<file path="src/rtl/uart_pkg.sv">
// Shared definitions for the parameterised UART receiver: FSM encoding,
// parity-mode constants and the bit-period computation.
package uart_pkg;

  typedef enum logic [2:0] {
    ST_IDLE  = 3'd0,
    ST_START = 3'd1,
    ST_DATA  = 3'd2,
    ST_PAR   = 3'd3,
    ST_STOP  = 3'd4,
    ST_BREAK = 3'd5
  } state_e;

  localparam int unsigned PAR_NONE = 0;
  localparam int unsigned PAR_ODD  = 1;
  localparam int unsigned PAR_EVEN = 2;

  // Clock cycles per line bit (integer division).
  function automatic int unsigned bit_cnt_f(input int unsigned clk_freq,
                                            input int unsigned baud);
    return clk_freq / baud;
  endfunction

endpackage

</file>
<file path="src/rtl/sync_2ff.sv">
// Two-flop synchroniser for a single asynchronous bit with a selectable reset value.
module sync_2ff #(
  parameter logic RST_VAL = 1'b1
) (
  input  logic clk,
  input  logic rst_n,
  input  logic d,
  output logic q
);

  logic meta;

  always_ff @(posedge clk or negedge rst_n) begin
    if (!rst_n) begin
      meta <= RST_VAL;
      q    <= RST_VAL;
    end else begin
      meta <= d;
      q    <= meta;
    end
  end

endmodule

</file>
<file path="src/rtl/uart_rx_param.sv">
// Parameterised UART receiver: mid-bit sampling, optional parity, 1 or 2 stop
// bits, one-cycle rx_valid pulse with qualified parity/frame error flags.
module uart_rx_param
  import uart_pkg::*;
#(
  parameter int unsigned CLK_FREQ  = 50_000_000,
  parameter int unsigned BAUD      = 115200,
  parameter int unsigned DATA_BITS = 8,
  parameter int unsigned PARITY    = 0,
  parameter int unsigned STOP_BITS = 1
) (
  input  logic                 sys_clk,
  input  logic                 sys_rst_n,
  input  logic                 rx,
  output logic [DATA_BITS-1:0] rx_data,
  output logic                 rx_valid,
  output logic                 parity_err,
  output logic                 frame_err,
  output logic                 busy
);

  localparam int unsigned BIT_CNT = bit_cnt_f(CLK_FREQ, BAUD);
  localparam int unsigned CNT_W   = $clog2(BIT_CNT);
  localparam int unsigned IDX_W   = $clog2(DATA_BITS + 1);
  localparam int unsigned MID     = BIT_CNT / 2 - 1;
  localparam int unsigned LAST    = BIT_CNT - 1;

  logic                 rx_s;
  logic                 rx_q;
  state_e               state_q, state_d;
  logic [CNT_W-1:0]     cnt_q;
  logic [IDX_W-1:0]     bit_idx_q;
  logic                 stop_idx_q;
  logic [DATA_BITS-1:0] shreg_q;
  logic                 perr_q;
  logic                 ferr_q;

  logic fall_c, mid_c, wrap_c, last_stop_c, par_exp_c;
  logic start_c, shift_c, par_smp_c, stop_smp_c, stop_adv_c, done_c;

  sync_2ff #(.RST_VAL(1'b1)) u_sync (
    .clk   (sys_clk),
    .rst_n (sys_rst_n),
    .d     (rx),
    .q     (rx_s)
  );

  assign fall_c      = rx_q & ~rx_s;
  assign mid_c       = (cnt_q == CNT_W'(MID));
  assign wrap_c      = (cnt_q == CNT_W'(LAST));
  assign last_stop_c = (STOP_BITS == 1) || stop_idx_q;
  assign par_exp_c   = (PARITY == PAR_ODD) ? ~(^shreg_q) : (^shreg_q);

  // State register
  always_ff @(posedge sys_clk or negedge sys_rst_n) begin
    if (!sys_rst_n) state_q <= ST_IDLE;
    else            state_q <= state_d;
  end

  // Next-state logic
  always_comb begin
    state_d = state_q;
    unique case (state_q)
      ST_IDLE:  if (fall_c) state_d = ST_START;
      ST_START: begin
        if (mid_c && rx_s) state_d = ST_IDLE;
        else if (wrap_c)   state_d = ST_DATA;
      end
      ST_DATA:  if (wrap_c && (bit_idx_q == IDX_W'(DATA_BITS)))
                  state_d = (PARITY != PAR_NONE) ? ST_PAR : ST_STOP;
      ST_PAR:   if (wrap_c) state_d = ST_STOP;
      // Leave at mid-stop so a following start edge half a bit later is caught.
      ST_STOP:  if (mid_c && last_stop_c)
                  state_d = (ferr_q || !rx_s) ? ST_BREAK : ST_IDLE;
      ST_BREAK: if (rx_s) state_d = ST_IDLE;
      default:  state_d = ST_IDLE;
    endcase
  end

  // Per-state datapath strobes
  always_comb begin
    start_c    = 1'b0;
    shift_c    = 1'b0;
    par_smp_c  = 1'b0;
    stop_smp_c = 1'b0;
    stop_adv_c = 1'b0;
    done_c     = 1'b0;
    unique case (state_q)
      ST_IDLE: start_c   = fall_c;
      ST_DATA: shift_c   = mid_c;
      ST_PAR:  par_smp_c = mid_c;
      ST_STOP: begin
        stop_smp_c = mid_c && !last_stop_c;
        stop_adv_c = wrap_c;
        done_c     = mid_c && last_stop_c;
      end
      default: ;
    endcase
  end

  always_ff @(posedge sys_clk or negedge sys_rst_n) begin
    if (!sys_rst_n) begin
      rx_q       <= 1'b1;
      cnt_q      <= '0;
      bit_idx_q  <= '0;
      stop_idx_q <= 1'b0;
      shreg_q    <= '0;
      perr_q     <= 1'b0;
      ferr_q     <= 1'b0;
      rx_data    <= '0;
      rx_valid   <= 1'b0;
      parity_err <= 1'b0;
      frame_err  <= 1'b0;
      busy       <= 1'b0;
    end else begin
      rx_q       <= rx_s;
      busy       <= (state_d != ST_IDLE);
      rx_valid   <= done_c;
      parity_err <= done_c & perr_q;
      frame_err  <= done_c & (ferr_q | ~rx_s);
      if (done_c) rx_data <= shreg_q;

      if (state_q == ST_IDLE || state_q == ST_BREAK) cnt_q <= '0;
      else cnt_q <= wrap_c ? '0 : cnt_q + CNT_W'(1);

      if (start_c) begin
        bit_idx_q  <= '0;
        stop_idx_q <= 1'b0;
        perr_q     <= 1'b0;
        ferr_q     <= 1'b0;
      end
      // LSB arrives first, so shift in from the top.
      if (shift_c) begin
        shreg_q   <= {rx_s, shreg_q[DATA_BITS-1:1]};
        bit_idx_q <= bit_idx_q + IDX_W'(1);
      end
      if (par_smp_c) perr_q <= (rx_s != par_exp_c);
      if (stop_smp_c && !rx_s) ferr_q <= 1'b1;
      if (stop_adv_c) stop_idx_q <= 1'b1;
    end
  end

endmodule

</file>
<file path="config.mk">
export PLATFORM = sky130hd
export DESIGN_NAME = uart_rx_param
export DESIGN_NICKNAME = d
export VERILOG_FILES = /design/src/rtl/uart_pkg.sv /design/src/rtl/sync_2ff.sv /design/src/rtl/uart_rx_param.sv
export SDC_FILE = /design/constraint.sdc
export NUM_CORES = 1
export LEC_CHECK = 0
export ABC_AREA = 1
export BUFFER_PORTS_ARGS = -buffer_cell sky130_fd_sc_hd__buf_2
export CAP_MARGIN = 30
export CORE_MARGIN = 1.5
export CORE_UTILIZATION = 31
export CTS_BUF_LIST = sky130_fd_sc_hd__clkbuf_8 sky130_fd_sc_hd__clkbuf_16
export DETAILED_ROUTE_END_ITERATION = 8
export SETUP_SLACK_MARGIN = 0.15
export SKIP_LAST_GASP = 1
export SYNTH_ARGS = -nofsm -noshare
export SYNTH_HDL_FRONTEND = slang
export SYNTH_SLANG_ARGS = --single-unit
</file>
<file path="constraint.sdc">
create_clock -name sys_clk -period 4.5 [get_ports sys_clk]
set_clock_uncertainty 0.15 [all_clocks]
set_input_delay 0.9 -clock sys_clk [delete_from_list [all_inputs] [get_ports sys_clk]]
set_output_delay 0.9 -clock sys_clk [all_outputs]
set_load 0.005 [all_outputs]
</file>
# After elaboration in Yosys (flattened, before gate mapping)
# Cells that the tools add are included.
# totals
ff_bits,40
in_bits,3
word_cells,55
# classes
addsub,2
eq_ne,9
n_mux,19
bitwise_logic,4
n_reduce_logical,8
# ops
cell,count
$mux W3,8
$mux W9,2
$pmux W3 S6,1
$add A9 B1 Y9 const B,1
$eq A9 B8 Y1 const B,1
$eq A9 B9 Y1 const B,1
$mux W4,2
$reduce_xor A8 Y1,1
$eq A3 B2 Y1 const B,2
$eq A3 B3 Y1 const B,2
$mux W1,6
$add A4 B1 Y4 const B,1
$eq A4 B4 Y1 const B,1
$reduce_bool A2 Y1,2
$and A1 B1 Y1,3
$eq A3 B1 Y1 const B,1
$logic_not A3 Y1,1
$reduce_bool A3 Y1,1
$logic_and A1 B1 Y1,2
$logic_or A1 B1 Y1,1
$ne A1 B1 Y1,1
$not A1 Y1,1

# Depth between registers and ports, before layout
# depth
ltp_word,5
mapped_depth,11

# By module
# Synthesis repeated with hierarchy kept, for this count alone.
# unflattened
cells_unflattened,241
hier_area_um2,1979.4
# by_module_without_submodules
module,n_inst,cells_each,area_per_inst_um2,seq_area_each_um2
uart_rx_param,1,239,1926.8,952.2
sync_2ff,1,2,52.6,52.6

# Least setup slack after synthesis
# No wires, ideal clock.
# synth_timing
path_type,reg-to-reg
startpoint,register cnt_q[0]
endpoint,register rx_data[7]
setup_time_ns,0.118
arrival_ns,1.272
required_time_ns,4.232
slack_ns,2.960
stages_incl_launch_ff,11
n_path_buf,1
period_less_slack_ns,1.540
path_cell_list,dfrtp_1 > inv_1 > ha_1 > nand2_1 > nor2_4 > nand2_4 > nor2_8 > inv_4 > buf_8 > nand2_2 > o21ai_2
# synth_via
elab_chain_len,2
# synth_rtl
item,line,source
"start, declared",uart_rx_param.sv:31,logic [CNT_W-1:0] cnt_q;
"start signal, assigned",uart_rx_param.sv:124,else cnt_q <= wrap_c ? '0 : cnt_q + CNT_W'(1);
$eq A9 B8 Y1,uart_rx_param.sv:49,assign mid_c = (cnt_q == CNT_W'(MID));
$mux W1,uart_rx_param.sv:88,unique case (state_q)
via done_c,uart_rx_param.sv:39,"logic start_c, shift_c, par_smp_c, stop_smp_c, stop_adv_c, done_c;"
"end signal, assigned",uart_rx_param.sv:121,if (done_c) rx_data <= shreg_q;
"end, declared",uart_rx_param.sv:15,"output logic [DATA_BITS-1:0] rx_data,"
# The timed path passes the listed nets, and every way through them passes these cells.
# A chain may end at the register's enable or synchronous reset.

# Worst setup path in the final report
# layout_timing
startpoint,register rx_data[7]
endpoint,output rx_data[7]
# No word-level cell between the ends.

==> results.toml <==
[clock_tree]
cts_max_level = 2
cts_sinks = 40
post_cts_buffers = 0
cts_buffer_depth = 2
cts_hold_buf = 0
cts_tree = "yes"
clk_transition_reported_paths_ns = 0.08
clockRootBuffer = "clkbuf_8"
clk_latency_ns = 0.29
numCtsBuffers = 5
cts_resized = 0

[worst_setup_path]
arrival_ns = 0.82
path_cells = "buf_2"
end_kind = "output port"
start_kind = "register"
crit_start = "rx_data[7]$_DFFE_PN0P_"
crit_cells = 1
slowest_delay_ns = 0.39
worstPathMaxFanout = 2
path_delay_family = "flip-flops"
cp.buffers_inverters = 1
r2r-start = "cnt_q[0]$_DFF_PN0_"
slowest_stage = "dfrtp_1"
cp.required_ns = 3.45
reg2regPathDepth = 9
critical_path_class = "register to output port"

[final_layout]
final_common_cell = "nand2_1"
fillCellCount = 656
final_cell_area_um2 = 2276
final_cell_mix = "nand2_1 (70), dfrtp_1 (37), inv_1 (33), nor2_1 (20)"
area_growth_pct = 12.21
antenna_cells = 0
drive_gt1_frac = 0.1962
fin_nets = 267

[placed_design]
gp_congestion = 0.7663
port_buffers = 14
placed_cell_area_um2 = 2168
post-dp-hpwl_mm = 2.628

[floorplanning]
num_rows = 29
ios = 15
dieArea_um2 = 7037
fp.dieW_um = 83.89
die_y_um = 83.89
core_um2 = 6350
start_util = 0.3194

[outcome]
status = "finished clean"

[power]
power_uw = 794.1
swShare = 0.2611
peakVddDrop_v = 0.0001309
power.internal_uw = 586.8
p_switching_uw = 207.3
p_comb_frac = 0.124
p_leak_uw = 0.001163
power.density_nw_per_um2 = 348.9
pwr-share-clk = 0.357
pwr-share-seq = 0.519

[yosys]
synth_adder_area_share = 0.03085
synth-xor-area-share = 0.01295
postSynthRegisterBits = 40
synth-compound-area-share = 0.08575
ys_warn_count = 0
synth_top_area_frac = 0.4565
syn_nets = 248
synth_seq_area_share = 0.4954
synthDistinctLibCells = 29
synth_simple_gate_area_frac = 0.2924
syn_avg_cell_area_um2 = 8.451
synth_top_area_cell = "dfrtp_1"
synth_top_family_by_area = "simple AND/OR/NAND/NOR gates"
synth_cells = 240
synthMuxAreaShare = 0
synth_area_leaders = "dfrtp_1 (46%), nand2_1 (13%), inv_1 (5.9%)"
syn_area_um2 = 2028

[grt]
grt_start_max_net_pins = 41
grtUsageTotal = 0.1153
overflow = 0
antenna_found_initial = 0
grt_first_pass_wirelength_mm = 6.541
grt_pass1_vias = 1459

[timing]
hold_viol = 0
fin_crit_ns = 1.866
tns_ns = 0
rsz0062_at_grt = "no"
setup_viol = 0
tightest_slew_ns = 0.8549
max_slew_margin = 0.4301
clock.fmax_mhz = 535.8
maxSlewViolCount = 0
finalCritPeriodShare = 0.4147

[job]
drv_cap = 0

[routing]
ant_nets = 0
routedWlPerCell_um = 10.54
via_per_inst = 4.442
drt-initial-drc-count = 51
routed_wl_mm = 3.553
drc_errors = 0
vias = 1497
dr.pass1.iters = 4

[worst_hold_path]
whs_path_depth = 0
min_from = "u_sync.meta$_DFF_PN1_"
hold_path.class = "register to register"
[path summary, 6_finish.rpt]
path | to | slack [ns]
worst max-delay path | rx_data[7] | 2.63
worst min-delay path | u_sync.q$_DFF_PN1_ | 0.21
worst max register to register | bit_idx_q[2]$_DFFE_PN0P_ | 2.79
worst min register to register | u_sync.q$_DFF_PN1_ | 0.21
max in group asynchronous | cnt_q[8]$_DFF_PN0_ | 3.10
min in group asynchronous | rx_data[5]$_DFFE_PN0P_ | 0.56
[power by group through the flow]
stage,clock (µW),combinational (µW),sequential (µW)
6_report,284,98.5,412
5_1_grt,309,114,419
4_1_cts,295,101,412
3_5_place_dp,0,101,419
3_3_place_gp,0,98.8,418
2_1_floorplan,0,75.2,413
[sequential cells by signal, summed over array words and instances (netlist names), 3 cells and up]
name / count
shreg_q: 8
cnt_q: 9
rx_data: 8
state_q: 3
bit_idx_q: 4
[layout make-up]
| class | count | area [µm²] | area share |
|---|---|---|---|
| clock inverter | 3 | 38.79 | 0.01704 |
| tap | 77 | 96.34 | 0.04233 |
| multi-input combinational | 161 | 855.8 | 0.3760 |
| clock buffer | 5 | 68.82 | 0.03024 |
| inverter | 37 | 141.4 | 0.06212 |
| sequential | 40 | 1005 | 0.4415 |
| timing repair buffer | 14 | 70.07 | 0.03079 |
[Yosys cell counts]
| cell | instances |
|---|---|
| nor2_2 | 2 |
| o21ai_1 | 4 |
| nor2_1 | 20 |
| inv_4 | 1 |
| nand2_1 | 70 |
| nand2_2 | 4 |
| nor2_8 | 2 |
| a21oi_1 | 4 |
| ha_1 | 5 |
| dfrtp_1 | 37 |
| xor2_1 | 2 |
| nand2_4 | 1 |
| nand3b_1 | 1 |
| nor3_1 | 5 |
| o21ai_0 | 7 |
| nor3_2 | 2 |
| nor4_1 | 1 |
| nor3b_1 | 2 |
| o21ai_2 | 9 |
| nand3_1 | 14 |
| o22ai_1 | 2 |
| o21bai_1 | 1 |
| inv_2 | 4 |
| buf_6 | 1 |
| buf_8 | 1 |
| inv_1 | 32 |
| dfstp_2 | 3 |
| xnor2_1 | 1 |
| nor2_4 | 2 |
[metal layers]
layer / global-route usage / vias up / wire, µm / part of all wire
met2: 0.1877 / 18 / 1667 / 0.47
met5: 0 / - / 0 / 0
met3: 0.03165 / 7 / 110 / 0.031
met4: 0.05365 / 0 / 84 / 0.024
li1: - / 784 / - / -
met1: 0.1417 / 688 / 1690 / 0.48
[cell families after synthesis]
kind of cell    count (synthesis)
simple gates                  126
flops                          40
buf+inv                        39
compound gates                 27
fa+ha+maj                       5
xor+xnor                        3
[metrics by stage]
stage	setup slack [ns]	util	cells	hold slack [ns]
after detailed placement	2.678	0.3415	329	0.2016
after global routing	2.588	0.3584	337	0.2258
after floorplan	2.960	-	240	0.1952
after CTS	2.610	0.3584	337	0.2133
final	2.634	0.3584	337	0.2116
after global placement	2.707	0.3415	329	0.2000
Note: power is estimated with default switching activity, not from simulation.
